<file path="src/rtl/i2c_arb_pkg.sv">
// rtl/i2c_arb_pkg.sv - shared types and widths for the I2C bus arbiter
package i2c_arb_pkg;

    localparam int ADDR_W = 7;
    localparam int DATA_W = 8;

    typedef enum logic [1:0] {
        ST_IDLE,
        ST_ISSUE,
        ST_WAIT,
        ST_FINISH
    } arb_state_e;

endpackage

</file>
<file path="src/rtl/rr_picker.sv">
// rtl/rr_picker.sv - combinational round-robin select starting at ptr
module rr_picker #(
    parameter int N_REQ = 2,
    parameter int IDX_W = $clog2(N_REQ)
) (
    input  logic [N_REQ-1:0] req,
    input  logic [IDX_W-1:0] ptr,
    output logic [N_REQ-1:0] grant_onehot,
    output logic [IDX_W-1:0] grant_idx
);

    logic             found;
    logic [IDX_W-1:0] idx;

    // Walk the requesters in order ptr, ptr+1, ... and keep the first one set.
    always_comb begin
        grant_onehot = '0;
        grant_idx    = '0;
        found        = 1'b0;
        idx          = '0;
        for (int k = 0; k < N_REQ; k++) begin
            idx = IDX_W'((int'(ptr) + k) % N_REQ);
            if (!found && req[idx]) begin
                found             = 1'b1;
                grant_onehot[idx] = 1'b1;
                grant_idx         = idx;
            end
        end
    end

endmodule

</file>
<file path="src/rtl/i2c_bus_arbiter.sv">
// rtl/i2c_bus_arbiter.sv - round-robin sharing of one byte-level I2C master with watchdog
module i2c_bus_arbiter
    import i2c_arb_pkg::*;
#(
    parameter int N_REQ          = 2,
    parameter int TIMEOUT_CYCLES = 1_000_000
) (
    input  logic                    clk,
    input  logic                    rst_n,
    input  logic [N_REQ-1:0]        req,
    input  logic [ADDR_W*N_REQ-1:0] dev_addr,
    input  logic [N_REQ-1:0]        rw,
    input  logic [DATA_W*N_REQ-1:0] wdata,
    output logic [N_REQ-1:0]        gnt,
    output logic [N_REQ-1:0]        done,
    output logic [DATA_W-1:0]       rdata,
    output logic                    nack,
    output logic                    timeout,
    output logic                    m_start,
    output logic                    m_abort,
    output logic [ADDR_W-1:0]       m_addr,
    output logic                    m_rw,
    output logic [DATA_W-1:0]       m_wdata,
    input  logic                    m_done,
    input  logic [DATA_W-1:0]       m_rdata,
    input  logic                    m_nack
);

    localparam int IDX_W = $clog2(N_REQ);
    localparam int WD_W  = (TIMEOUT_CYCLES > 1) ? $clog2(TIMEOUT_CYCLES) : 1;
    localparam logic [WD_W-1:0] WD_LAST = WD_W'(TIMEOUT_CYCLES - 1);

    arb_state_e        state_q, state_d;
    logic [IDX_W-1:0]  ptr_q;
    logic [IDX_W-1:0]  owner_q;
    logic [WD_W-1:0]   wd_cnt;
    logic              to_flag;
    logic              wd_expired;
    logic [N_REQ-1:0]  pick_onehot;
    logic [IDX_W-1:0]  pick_idx;
    logic [ADDR_W-1:0] sel_addr;
    logic              sel_rw;
    logic [DATA_W-1:0] sel_wdata;

    rr_picker #(
        .N_REQ (N_REQ),
        .IDX_W (IDX_W)
    ) u_picker (
        .req          (req),
        .ptr          (ptr_q),
        .grant_onehot (pick_onehot),
        .grant_idx    (pick_idx)
    );

    always_comb begin
        sel_addr  = '0;
        sel_rw    = 1'b0;
        sel_wdata = '0;
        for (int i = 0; i < N_REQ; i++) begin
            if (pick_onehot[i]) begin
                sel_addr  = dev_addr[i*ADDR_W +: ADDR_W];
                sel_rw    = rw[i];
                sel_wdata = wdata[i*DATA_W +: DATA_W];
            end
        end
    end

    assign wd_expired = (wd_cnt == WD_LAST);

    always_ff @(posedge clk or negedge rst_n) begin
        if (!rst_n) begin
            state_q <= ST_IDLE;
        end else begin
            state_q <= state_d;
        end
    end

    // m_done has priority over the watchdog when both land in the same WAIT cycle.
    always_comb begin
        state_d = state_q;
        m_start = 1'b0;
        m_abort = 1'b0;
        done    = '0;
        timeout = 1'b0;
        case (state_q)
            ST_IDLE: begin
                if (|req) state_d = ST_ISSUE;
            end
            ST_ISSUE: begin
                m_start = 1'b1;
                state_d = ST_WAIT;
            end
            ST_WAIT: begin
                if (m_done) begin
                    state_d = ST_FINISH;
                end else if (wd_expired) begin
                    m_abort = 1'b1;
                    state_d = ST_FINISH;
                end
            end
            ST_FINISH: begin
                done    = gnt;
                timeout = to_flag;
                state_d = ST_IDLE;
            end
            default: state_d = ST_IDLE;
        endcase
    end

    always_ff @(posedge clk or negedge rst_n) begin
        if (!rst_n) begin
            gnt     <= '0;
            owner_q <= '0;
            ptr_q   <= '0;
            m_addr  <= '0;
            m_rw    <= 1'b0;
            m_wdata <= '0;
            wd_cnt  <= '0;
            to_flag <= 1'b0;
            rdata   <= '0;
            nack    <= 1'b0;
        end else begin
            case (state_q)
                ST_IDLE: begin
                    if (|req) begin
                        gnt     <= pick_onehot;
                        owner_q <= pick_idx;
                        m_addr  <= sel_addr;
                        m_rw    <= sel_rw;
                        m_wdata <= sel_wdata;
                        to_flag <= 1'b0;
                    end
                end
                ST_ISSUE: begin
                    wd_cnt <= '0;
                end
                ST_WAIT: begin
                    if (m_done) begin
                        rdata <= m_rdata;
                        nack  <= m_nack;
                    end else if (wd_expired) begin
                        rdata   <= '0;
                        nack    <= 1'b1;
                        to_flag <= 1'b1;
                    end else begin
                        wd_cnt <= wd_cnt + 1'b1;
                    end
                end
                ST_FINISH: begin
                    gnt   <= '0;
                    ptr_q <= (owner_q == IDX_W'(N_REQ - 1)) ? '0 : owner_q + 1'b1;
                end
                default: ;
            endcase
        end
    end

endmodule

</file>
<file path="config.mk">
export PLATFORM = sky130hd
export DESIGN_NAME = i2c_bus_arbiter
export DESIGN_NICKNAME = d
export VERILOG_FILES = /design/src/rtl/i2c_arb_pkg.sv /design/src/rtl/rr_picker.sv /design/src/rtl/i2c_bus_arbiter.sv
export SDC_FILE = /design/constraint.sdc
export NUM_CORES = 1
export LEC_CHECK = 0
export ABC_AREA = 1
export CORE_MARGIN = 2
export CORE_UTILIZATION = 44
export DETAILED_ROUTE_END_ITERATION = 10
export GPL_TIMING_DRIVEN = 0
export PLACE_DENSITY = 0.76
export SYNTH_ARGS = -nofsm -noshare
export SYNTH_HDL_FRONTEND = slang
export SYNTH_SLANG_ARGS = --single-unit
</file>
<file path="constraint.sdc">
create_clock -name clk -period 1.55 [get_ports clk]
set_input_delay 0.3875 -clock clk [delete_from_list [all_inputs] [get_ports clk]]
set_output_delay 0.3875 -clock clk [all_outputs]
set_load 0.005 [all_outputs]
</file>
# Word-level counts from Yosys, hierarchy flattened
# Cells that the tools add are included.
dict set report totals {
  elab_cells 86
  mem_bits_rw 0
  inputBits 46
  rom_bits 0
  n_memories 0
  latch_bits 0
  out_inout_bits 32
  reg_bits 52
}
dict set report classes {
  n_reduce_logical 16
  bitwise 1
  add_sub_neg 3
  n_lt_le_gt_ge 4
  n_mul 0
  eq_ne 9
  div_mod_pow 0
  n_mux 42
  shift 0
}
# op count
set ops {}
lappend ops {{two-way mux 20 bit} 2}
lappend ops {{case mux 20 bit (2 select lines)} 1}
lappend ops {{two-way mux 8 bit} 4}
lappend ops {{two-way mux 1 bit} 21}
lappend ops {{adder 20 x 1 -> 20 bit (second input constant)} 1}
lappend ops {{== test 20 bit (second input constant)} 1}
lappend ops {{two-way mux 2 bit} 7}
lappend ops {{two-way mux 7 bit} 2}
lappend ops {{!= test 2 bit (second input constant)} 4}
lappend ops {{case mux 2 bit (4 select lines)} 1}
lappend ops {{AND reduction 2 bit} 4}
lappend ops {{nonzero test 2 bit} 4}
lappend ops {{== test 2 bit (second input constant)} 2}
lappend ops {{< comparator 1 x 2 -> 1 bit (second input constant)} 2}
lappend ops {{case mux 2 bit (2 select lines)} 1}
lappend ops {{AND reduction 4 bit} 1}
lappend ops {{logical AND 1 bit} 3}
lappend ops {{!= test 3 bit (second input constant)} 1}
lappend ops {{AND reduction 3 bit} 1}
lappend ops {{adder 1 bit (second input constant)} 2}
lappend ops {{demux 1 bit (select 1 bit)} 2}
lappend ops {{== test 2 x 1 -> 1 bit (second input constant)} 1}
lappend ops {{greater-or-equal comparator 1 bit (second input constant)} 2}
lappend ops {{zero test 2 bit} 1}
lappend ops {{4 further kinds} 4}

# Depth between registers and ports, before layout
# Gate-level depths: netlist of run 1.
dict set report logic_depth {
  word_depth 9
  ltp_mapped 10
  depth_no_buf 9
}

# Modules after synthesis
# A second synthesis of run 1 with hierarchy kept.
dict set report hier_totals {
  cells_unflattened 390
  area_unflattened_um2 2924.1
}
# module cells_per_inst instances seq_area_each_um2 area_per_inst_um2
set modules_own_cells {}
lappend modules_own_cells {i2c_bus_arbiter 385 1 1301.2 2895.3}
lappend modules_own_cells {rr_picker 5 1 0.0 28.8}

# Least setup slack after synthesis of run 1
# No wires, ideal clock.
dict set report synth_timing {
  path_kind {register to register}
  from {reg state_q[0]}
  to {reg m_addr[0]}
  required_time_ns 1.433
  arrival_time_ns 1.410
  setup_slack_ns 0.023
  period_less_slack_ns 1.527
  path_buffers 1
  setup_ns 0.117
  path_stages_with_launch 9
  path_cell_list {dfrtp_1 -> inv_1 -> ha_1 -> inv_1 -> a21oi_4 -> clkinv_1 -> buf_2 -> nand2_1 -> nand2_1}
}
dict set report synth_via {
  elab_chain_cells 2
}
# item line
set synth_rtl {}
lappend synth_rtl {{start: declaration} i2c_bus_arbiter.sv:33} ;# arb_state_e state_q, state_d;
lappend synth_rtl {{start signal: assignment} i2c_bus_arbiter.sv:74} ;# state_q <= state_d;
lappend synth_rtl {{zero test 2 bit} i2c_bus_arbiter.sv:123} ;# case (state_q)
lappend synth_rtl {{AND reduction 2 bit (no line)} -}
lappend synth_rtl {{end signal: assignment} i2c_bus_arbiter.sv:128} ;# m_addr <= sel_addr;
lappend synth_rtl {{end: declaration} i2c_bus_arbiter.sv:21} ;# output logic [ADDR_W-1:0] m_addr,
# Every way passes these cells.
# A chain may end at the register's enable or synchronous reset.

# Final worst setup path of run 1
dict set report layout_timing {
  from {reg wd_cnt[5]}
  to {out m_abort}
}
dict set report layout_via {
  elab_chain_cells 4
}
# item line
set layout_rtl {}
lappend layout_rtl {{start: declaration} i2c_bus_arbiter.sv:36} ;# logic [WD_W-1:0] wd_cnt;
lappend layout_rtl {{start signal: assignment} i2c_bus_arbiter.sv:146} ;# wd_cnt <= wd_cnt + 1'b1;
lappend layout_rtl {{== test 20 bit} i2c_bus_arbiter.sv:68} ;# assign wd_expired = (wd_cnt == WD_LAST);
lappend layout_rtl {{two-way mux 1 bit} i2c_bus_arbiter.sv:96} ;# end else if (wd_expired) begin
lappend layout_rtl {{two-way mux 1 bit} i2c_bus_arbiter.sv:94} ;# if (m_done) begin
lappend layout_rtl {{two-way mux 1 bit} i2c_bus_arbiter.sv:85} ;# case (state_q)
lappend layout_rtl {{end: declaration} i2c_bus_arbiter.sv:20} ;# output logic m_abort,
# Every way passes these cells.

==> results of run 1 <==
-- stage by stage --
stage                     total power, mW   util
final                                6.29  0.696
after global routing                 6.68  0.696
after CTS                            5.30  0.633
after detailed placement             4.25  0.580
after global placement               4.20  0.577
after floorplan                      3.12      -
-- kinds of logic after synthesis --
family,after synthesis,share of synthesized area
AND/OR/NAND/NOR,278,0.383
buffers and inverters,63,0.0861
flip-flops,52,0.432
AO/OA/AOI/OAI,28,0.0516
XOR/XNOR,9,0.0262
adder cells (fa/ha/maj),5,0.0208
-- repair_timing --
| item | CTS | global route |
|---|---|---|
| resized for setup | 80 | 92 |
| gates cloned | 1 | 2 |
| endpoints found under the setup margin | 83 | 57 |
| endpoints found under the hold margin | 0 | 0 |
| pin swaps | 7 | 23 |
| setup buffers | 23 | 21 |
-- worst max-delay path, stage by stage (launching register included) --
cell and delay [ns]:
dfrtp_1 0.47, nand2_1 0.18, nor3_1 0.22, nand3_1 0.15
nor2_2 0.14, buf_2 0.13
-- where the power goes --
group,internal (mW),switching (mW),total (mW)
clock network,0.364,0.468,0.832
registers,1.75,0.303,2.05
logic,1.67,1.74,3.41
total,3.78,2.51,6.29
-- area by class of cell --
class	instances	area share
plain buffers	9	0.0179
clock buffers	7	0.0184
clock inverters	1	0.00160
inverters	53	0.0460
multi-input cells	320	0.370
flip-flops and latches	52	0.280
well taps	80	0.0214
repair buffers	122	0.239
repair inverters	2	0.00588
-- registers in the layout (all words and copies together) (netlist names) --
signal   flops
wd_cnt      20
m_wdata      8
rdata        8
m_addr       7
gnt          2
state_q      2
m_rw         1
nack         1
owner_q      1
ptr_q        1
to_flag      1
-- routing by layer --
| layer | GRT usage | vias up | part of all wire |
|---|---|---|---|
| met3 | 0.0381 | 26 | 0.056 |
| met4 | 0.0597 | 0 | 0.028 |
| met5 | 0 | - | 0 |
| met1 | 0.299 | 1573 | 0.41 |
| met2 | 0.352 | 130 | 0.51 |
| li1 | - | 1600 | - |
-- placed cells by master (no fill, tap or decap), drive strengths merged, types with 4 or more instances in the layout --
master / synthesis / final
nor2: 47 / 47
o21ai: 20 / 20
dlygate4sd2: 0 / 26
buf: 6 / 54
clkinv: 3 / 4
clkdlybuf4s50: 0 / 43
clkbuf: 4 / 13
xor2: 6 / 6
inv: 50 / 50
nor3: 5 / 5
a21oi: 6 / 6
nand3: 41 / 41
dfrtp: 52 / 52
nand2: 183 / 183
ha: 5 / 5
-- final timing paths --
path	to	cells after the start
min	wd_cnt[11]	1
min reg2reg	rdata[4]	2
max	m_abort	5
min in group clk	rdata[4]	2
max reg2reg	wd_cnt[13]	10
max in group asynchronous	state_q[1]	2
==> qor.yml, run 1 <==
sta:
  max_slew_margin: 0.708
  setup_tns_ns: -5.27
  holdWs_ns: -0.00686
  min_period_ns: 2.00
  rsz0062_at_grt: "true"
  fmax_mhz: 500
  hold_violations: 3
  tightest_slew_ns: 0.438
  setup_ws_ns: -0.449
  drv_slew: 0
  setup_violations: 47
  fin_worst_skew_ns: 0.00802
  fin_crit_sh: 1.29
yosys:
  synth.avg_cell_area_um2: 6.92
  syn_nets: 486
  synthDistinctLibCells: 27
  synth_most_common_cell: "nand2_1"
  synthArstFlopShare: 1.00
  yosysWarnings: 0
  yosysTopAreaCellShare: 0.432
  synth_edf_count: 0
  netlist_top_cells_count: "nand2_1 (182), dfrtp_1 (52), inv_1 (48), nor2_1 (45), nand3_1 (37)"
  synth_top_area_cell: "dfrtp_1"
  syn_inst: 435
  ys_seq_area_frac: 0.432
  synth-main-ff-cell: "dfrtp_1"
  ys_ff_latch: 52
  synth_area_mm2: 0.00301
  yosys-top-cells-area: "dfrtp_1 (43%), nand2_1 (23%), nand3_1 (6.2%), inv_1 (6.0%), nor2_1 (5.6%)"
placed_design:
  dpl.hpwl_mm: 5.73
  dpl_cell_area_mm2: 0.00389
  dp.cells: 593
  io_buffers: 77
  gp_congestion: 0.920
  dpl_worst_slack_ns: -0.630
cts:
  cts_buffers: 5
  worstSkewPairLatency_ns: 0.32
  cts.clk_slew.worst_paths_ns: 0.10
  root_buffer: "clkbuf_8"
  cts_buffer_depth: 2
  htree_levels: 2
  clock-sinks: 52
  cts_tree: "done"
  cts_hold_buf: 0
run:
  drv_cap: 0
drt:
  antenna_left: 0
  wl_per_cell_um: 14.6
  first_iter_violations: 350
  drt_pass1_iterations: 5
  num_vias: 3329
  drt_wl_total_mm: 9.41
  drt_drc_violations_left: 0
  via_per_inst: 5.15
worst_setup_path:
  r2r_slack_ns: -0.17
  critPathLaunch: "wd_cnt[5]"
  critPathKind: "reg -> out"
  arrival_ns: 1.61
  setup.worst_path.end_class: "primary output"
  startpoint_type: "register"
  cp.required_ns: 1.16
  path_max_fanout: 6
  regToRegStartpoint: "wd_cnt[1]"
cells_and_area:
  final_cell_area_mm2: 0.00468
  fin_cells: 646
  ff_latch_area_mm2: 0.00131
  final.fill_count: 515
  num_antenna_cells: 0
  multi_input_area_mm2: 0.00173
  nets: 616
  synthToLayoutAreaGrowth_pct: 55.5
  drive_above_1_share: 0.261
power_and_ir_drop:
  ir_drop_mv: 0.874
  leakage_nw: 2.39
  power_density_mw_per_mm2: 1340
grt:
  grt_start_max_net_pins: 36
  antenna_found_initial: 0
  grtUsageTotal: 0.216
  grt_pass1_vias: 2744
  grt_overflow_total: 0
  grt_pass1_wl_mm: 13.0
hold_path:
  min_path_type: "in -> async"
die:
  die-area_mm2: 0.00752
  die_w_um: 86.7
  std_cell_rows: 30
  ios: 78
  start_util: 0.448
  core_area_mm2: 0.00672
  die_h_um: 86.7
outcome:
  status: "finished with violations"
  violations: "hold timing, setup timing"
Note: power is estimated with default switching activity, not from simulation.
==> run 2: changes to the inputs <==
--- a/config.mk
+++ b/config.mk
@@ -6,11 +6,13 @@
 export NUM_CORES = 1
 export LEC_CHECK = 0
 export ABC_AREA = 1
+export CORE_ASPECT_RATIO = 0.6
 export CORE_MARGIN = 2
-export CORE_UTILIZATION = 44
+export CORE_UTILIZATION = 55
 export DETAILED_ROUTE_END_ITERATION = 10
+export DONT_BUFFER_PORTS = 1
 export GPL_TIMING_DRIVEN = 0
-export PLACE_DENSITY = 0.76
+export PLACE_DENSITY = 0.73
 export SYNTH_ARGS = -nofsm -noshare
 export SYNTH_HDL_FRONTEND = slang
 export SYNTH_SLANG_ARGS = --single-unit
==> run 2 against run 1 <==
The flow still finishes with violations (hold timing, setup timing). Combinational power decreased by 45%. Die area decreased by 19%. Highest routed layer unchanged. Via count decreased by 15%. Power decreased by 22%. Wire length decreased by 18%. First-iteration DRC count decreased by 29%.
==> qor.yml, run 2 (same netlist as run 1, synthesis figures left out) <==
outcome:
  status: "finished with violations"
  violations: "hold timing, setup timing"
cts:
  cts_tree: "done"
  cts_buffers: 5  # unchanged
  clock-sinks: 52  # unchanged
  worstSkewPairLatency_ns: 0.32  # about the same
  cts.clk_slew.worst_paths_ns: 0.09  # about the same
  cts_buffer_depth: 2  # unchanged
  htree_levels: 2  # unchanged
  root_buffer: "clkbuf_8"
grt:
  antenna_found_initial: 0  # unchanged
  grt_pass1_vias: 2377  # -13%
  grtUsageTotal: 0.257  # +0.0403
  grt_overflow_total: 0  # unchanged
  grt_start_max_net_pins: 53  # +47%
  grt_pass1_wl_mm: 11.9  # -8.3%
placed_design:
  dpl.hpwl_mm: 5.34  # -6.8%
  gp_congestion: 0.974  # +5.9%
  dp.cells: 501  # -16%
  io_buffers: 0  # -100%
  dpl_worst_slack_ns: -0.321  # +0.309 ns
die:
  die_w_um: 99.5  # +15%
  std_cell_rows: 20  # -33%
  core_area_mm2: 0.00515  # -23%
  die_h_um: 61.3  # -29%
  ios: 78  # unchanged
  start_util: 0.584  # +0.136
  die-area_mm2: 0.00610  # -19%
worst_setup_path:
  cpPeakStageDelay_ns: 0.46  # about the same
  path_max_fanout: 6  # unchanged
  critical_path.slowest_cell: "dfrtp_2"
  ff2ff_path_depth: 10  # unchanged
  regToRegStartpoint: "wd_cnt[0]"
  path_cells: "nand2_1, nor3_2, nand3_2, nor2_4"
  startpoint_type: "register"
  setup.worst_path.end_class: "primary output"
  cp.required_ns: 1.16  # about the same
  worstReg2RegEnd: "wd_cnt[4]"
  arrival_ns: 1.40  # -0.21 ns
  r2r_slack_ns: -0.16  # about the same
  critPathKind: "reg -> out"
cells_and_area:
  largest_register: "wd_cnt"
  nets: 515  # -16%
  drive_above_1_share: 0.198  # -0.0636
  synthToLayoutAreaGrowth_pct: 19.4
  final_common_cell: "nand2_1"
  num_antenna_cells: 0  # unchanged
  layout_common_cells: "nand2_1 (175), dfrtp_1 (44), inv_1 (42)"
  largest_register_ff_count: 20  # unchanged
  fin_cells: 531  # -18%
  largest_registers: "wd_cnt: 20 flops, m_wdata: 8 flops, rdata: 8 flops"
drt:
  drt_drc_violations_left: 0  # unchanged
  first_iter_violations: 248  # -29%
  antenna_left: 0  # unchanged
  via_per_inst: 5.32  # +3.2%
  drt_pass1_iterations: 5  # unchanged
  drt_wl_total_mm: 7.72  # -18%
  num_vias: 2824  # -15%
  wl_per_cell_um: 14.5  # -0.17%
sta:
  drv_slew: 0  # unchanged
  min_period_ns: 1.79  # -0.214 ns
  setup_violations: 23  # -51%
  setup_ws_ns: -0.235  # +0.214 ns
  tightest_slew_ns: 0.383  # -0.0554 ns
  max_slew_margin: 0.743  # +0.0353
  fin_crit_sh: 1.15  # -0.138
  fmax_mhz: 560  # +12%
  hold_violations: 52  # +49
  holdWs_ns: -0.246  # -0.239 ns
  setup_tns_ns: -2.73  # +2.54 ns
  rsz0062_at_grt: "true"
  fin_worst_skew_ns: 0.00573  # -0.00230 ns
run:
  drv_cap: 0  # unchanged
power_and_ir_drop:
  p_int_mw: 2.95  # -22%
  pwr-share-seq: 0.427  # +0.101
  ir_drop_mv: 0.781  # -11%
  leakage_nw: 1.84  # -23%
  swShare: 0.399  # +0.000712
  p_switching_mw: 1.96  # -22%
  p_clk_frac: 0.193  # +0.061
  p_comb_frac: 0.380  # -0.162
  power_density_mw_per_mm2: 1370  # +1.6%
hold_path:
  min_path_type: "in -> async"
## run 2: per-stage QoR
stage / cell area, µm² / power [mW] / utilization / hold WS (ns)
after floorplan: 3010 / 3.12 / - / 0.0919
after global placement: 3090 / 3.48 / 0.600 / 0.0929
after detailed placement: 3090 / 3.52 / 0.600 / 0.0928
after CTS: 3410 / 4.64 / 0.661 / -0.254
after global routing: 3590 / 5.25 / 0.697 / -0.265
final: 3590 / 4.91 / 0.697 / -0.246
## run 2: critical path, delay by kind of cell (launching register included)
| kind | cells | cell delay [ns] |
|---|---|---|
| simple gates | 4 | 0.63 |
| flops | 1 | 0.46 |
## run 2: final cells by class
class                   count  area, µm²
multi-input cells         321       1630
fillers                   441       1560
flip-flops and latches     52       1310
inverters                  53        210
repair buffers             23        180
well taps                  66       82.6
plain buffers               8       70.1
clock buffers               5       68.8
clock inverters             3       42.5
## run 2: layer usage
| metal | vias up | GRT usage | part of all wire | wire, µm |
|---|---|---|---|---|
| met2 | 125 | 0.336 | 0.40 | 3070 |
| met1 | 1296 | 0.404 | 0.49 | 3800 |
| li1 | 1392 | - | - | - |
| met5 | - | 0 | 0 | 0 |
| met3 | 11 | 0.0738 | 0.099 | 761 |
| met4 | 0 | 0.0802 | 0.012 | 95 |
## run 2: worst max-delay path by stage
| stage | start | to | slack, ns |
|---|---|---|---|
| after CTS | wd_cnt[7] | m_abort | -0.27 |
| after global routing | wd_cnt[1] | m_abort | -0.33 |
| final | wd_cnt[4] | m_abort | -0.24 |
| after floorplan | state_q[0] | m_addr[0] | 0.02 |
| after detailed placement | state_q[0] | wd_cnt[4] | -0.32 |
| after global placement | state_q[0] | wd_cnt[2] | -0.30 |
## run 2: what timing repair did
action                                 4_1_cts  5_1_grt
resized for setup                           34       37
setup endpoints to repair                   52       56
gates cloned                                 1        1
pin swaps                                    3        4
buffers inserted                            13        9
endpoints found under the hold margin       52       52
## run 2: power groups by stage
| stage | combinational [mW] | clock [mW] | sequential, mW |
|---|---|---|---|
| 4_1_cts | 1.59 | 0.966 | 2.08 |
| 2_1_floorplan | 1.11 | 0 | 2.01 |
| 5_1_grt | 2.08 | 1.02 | 2.16 |
| 3_5_place_dp | 1.42 | 0 | 2.10 |
| 3_3_place_gp | 1.38 | 0 | 2.10 |
| 6_report | 1.86 | 0.946 | 2.10 |
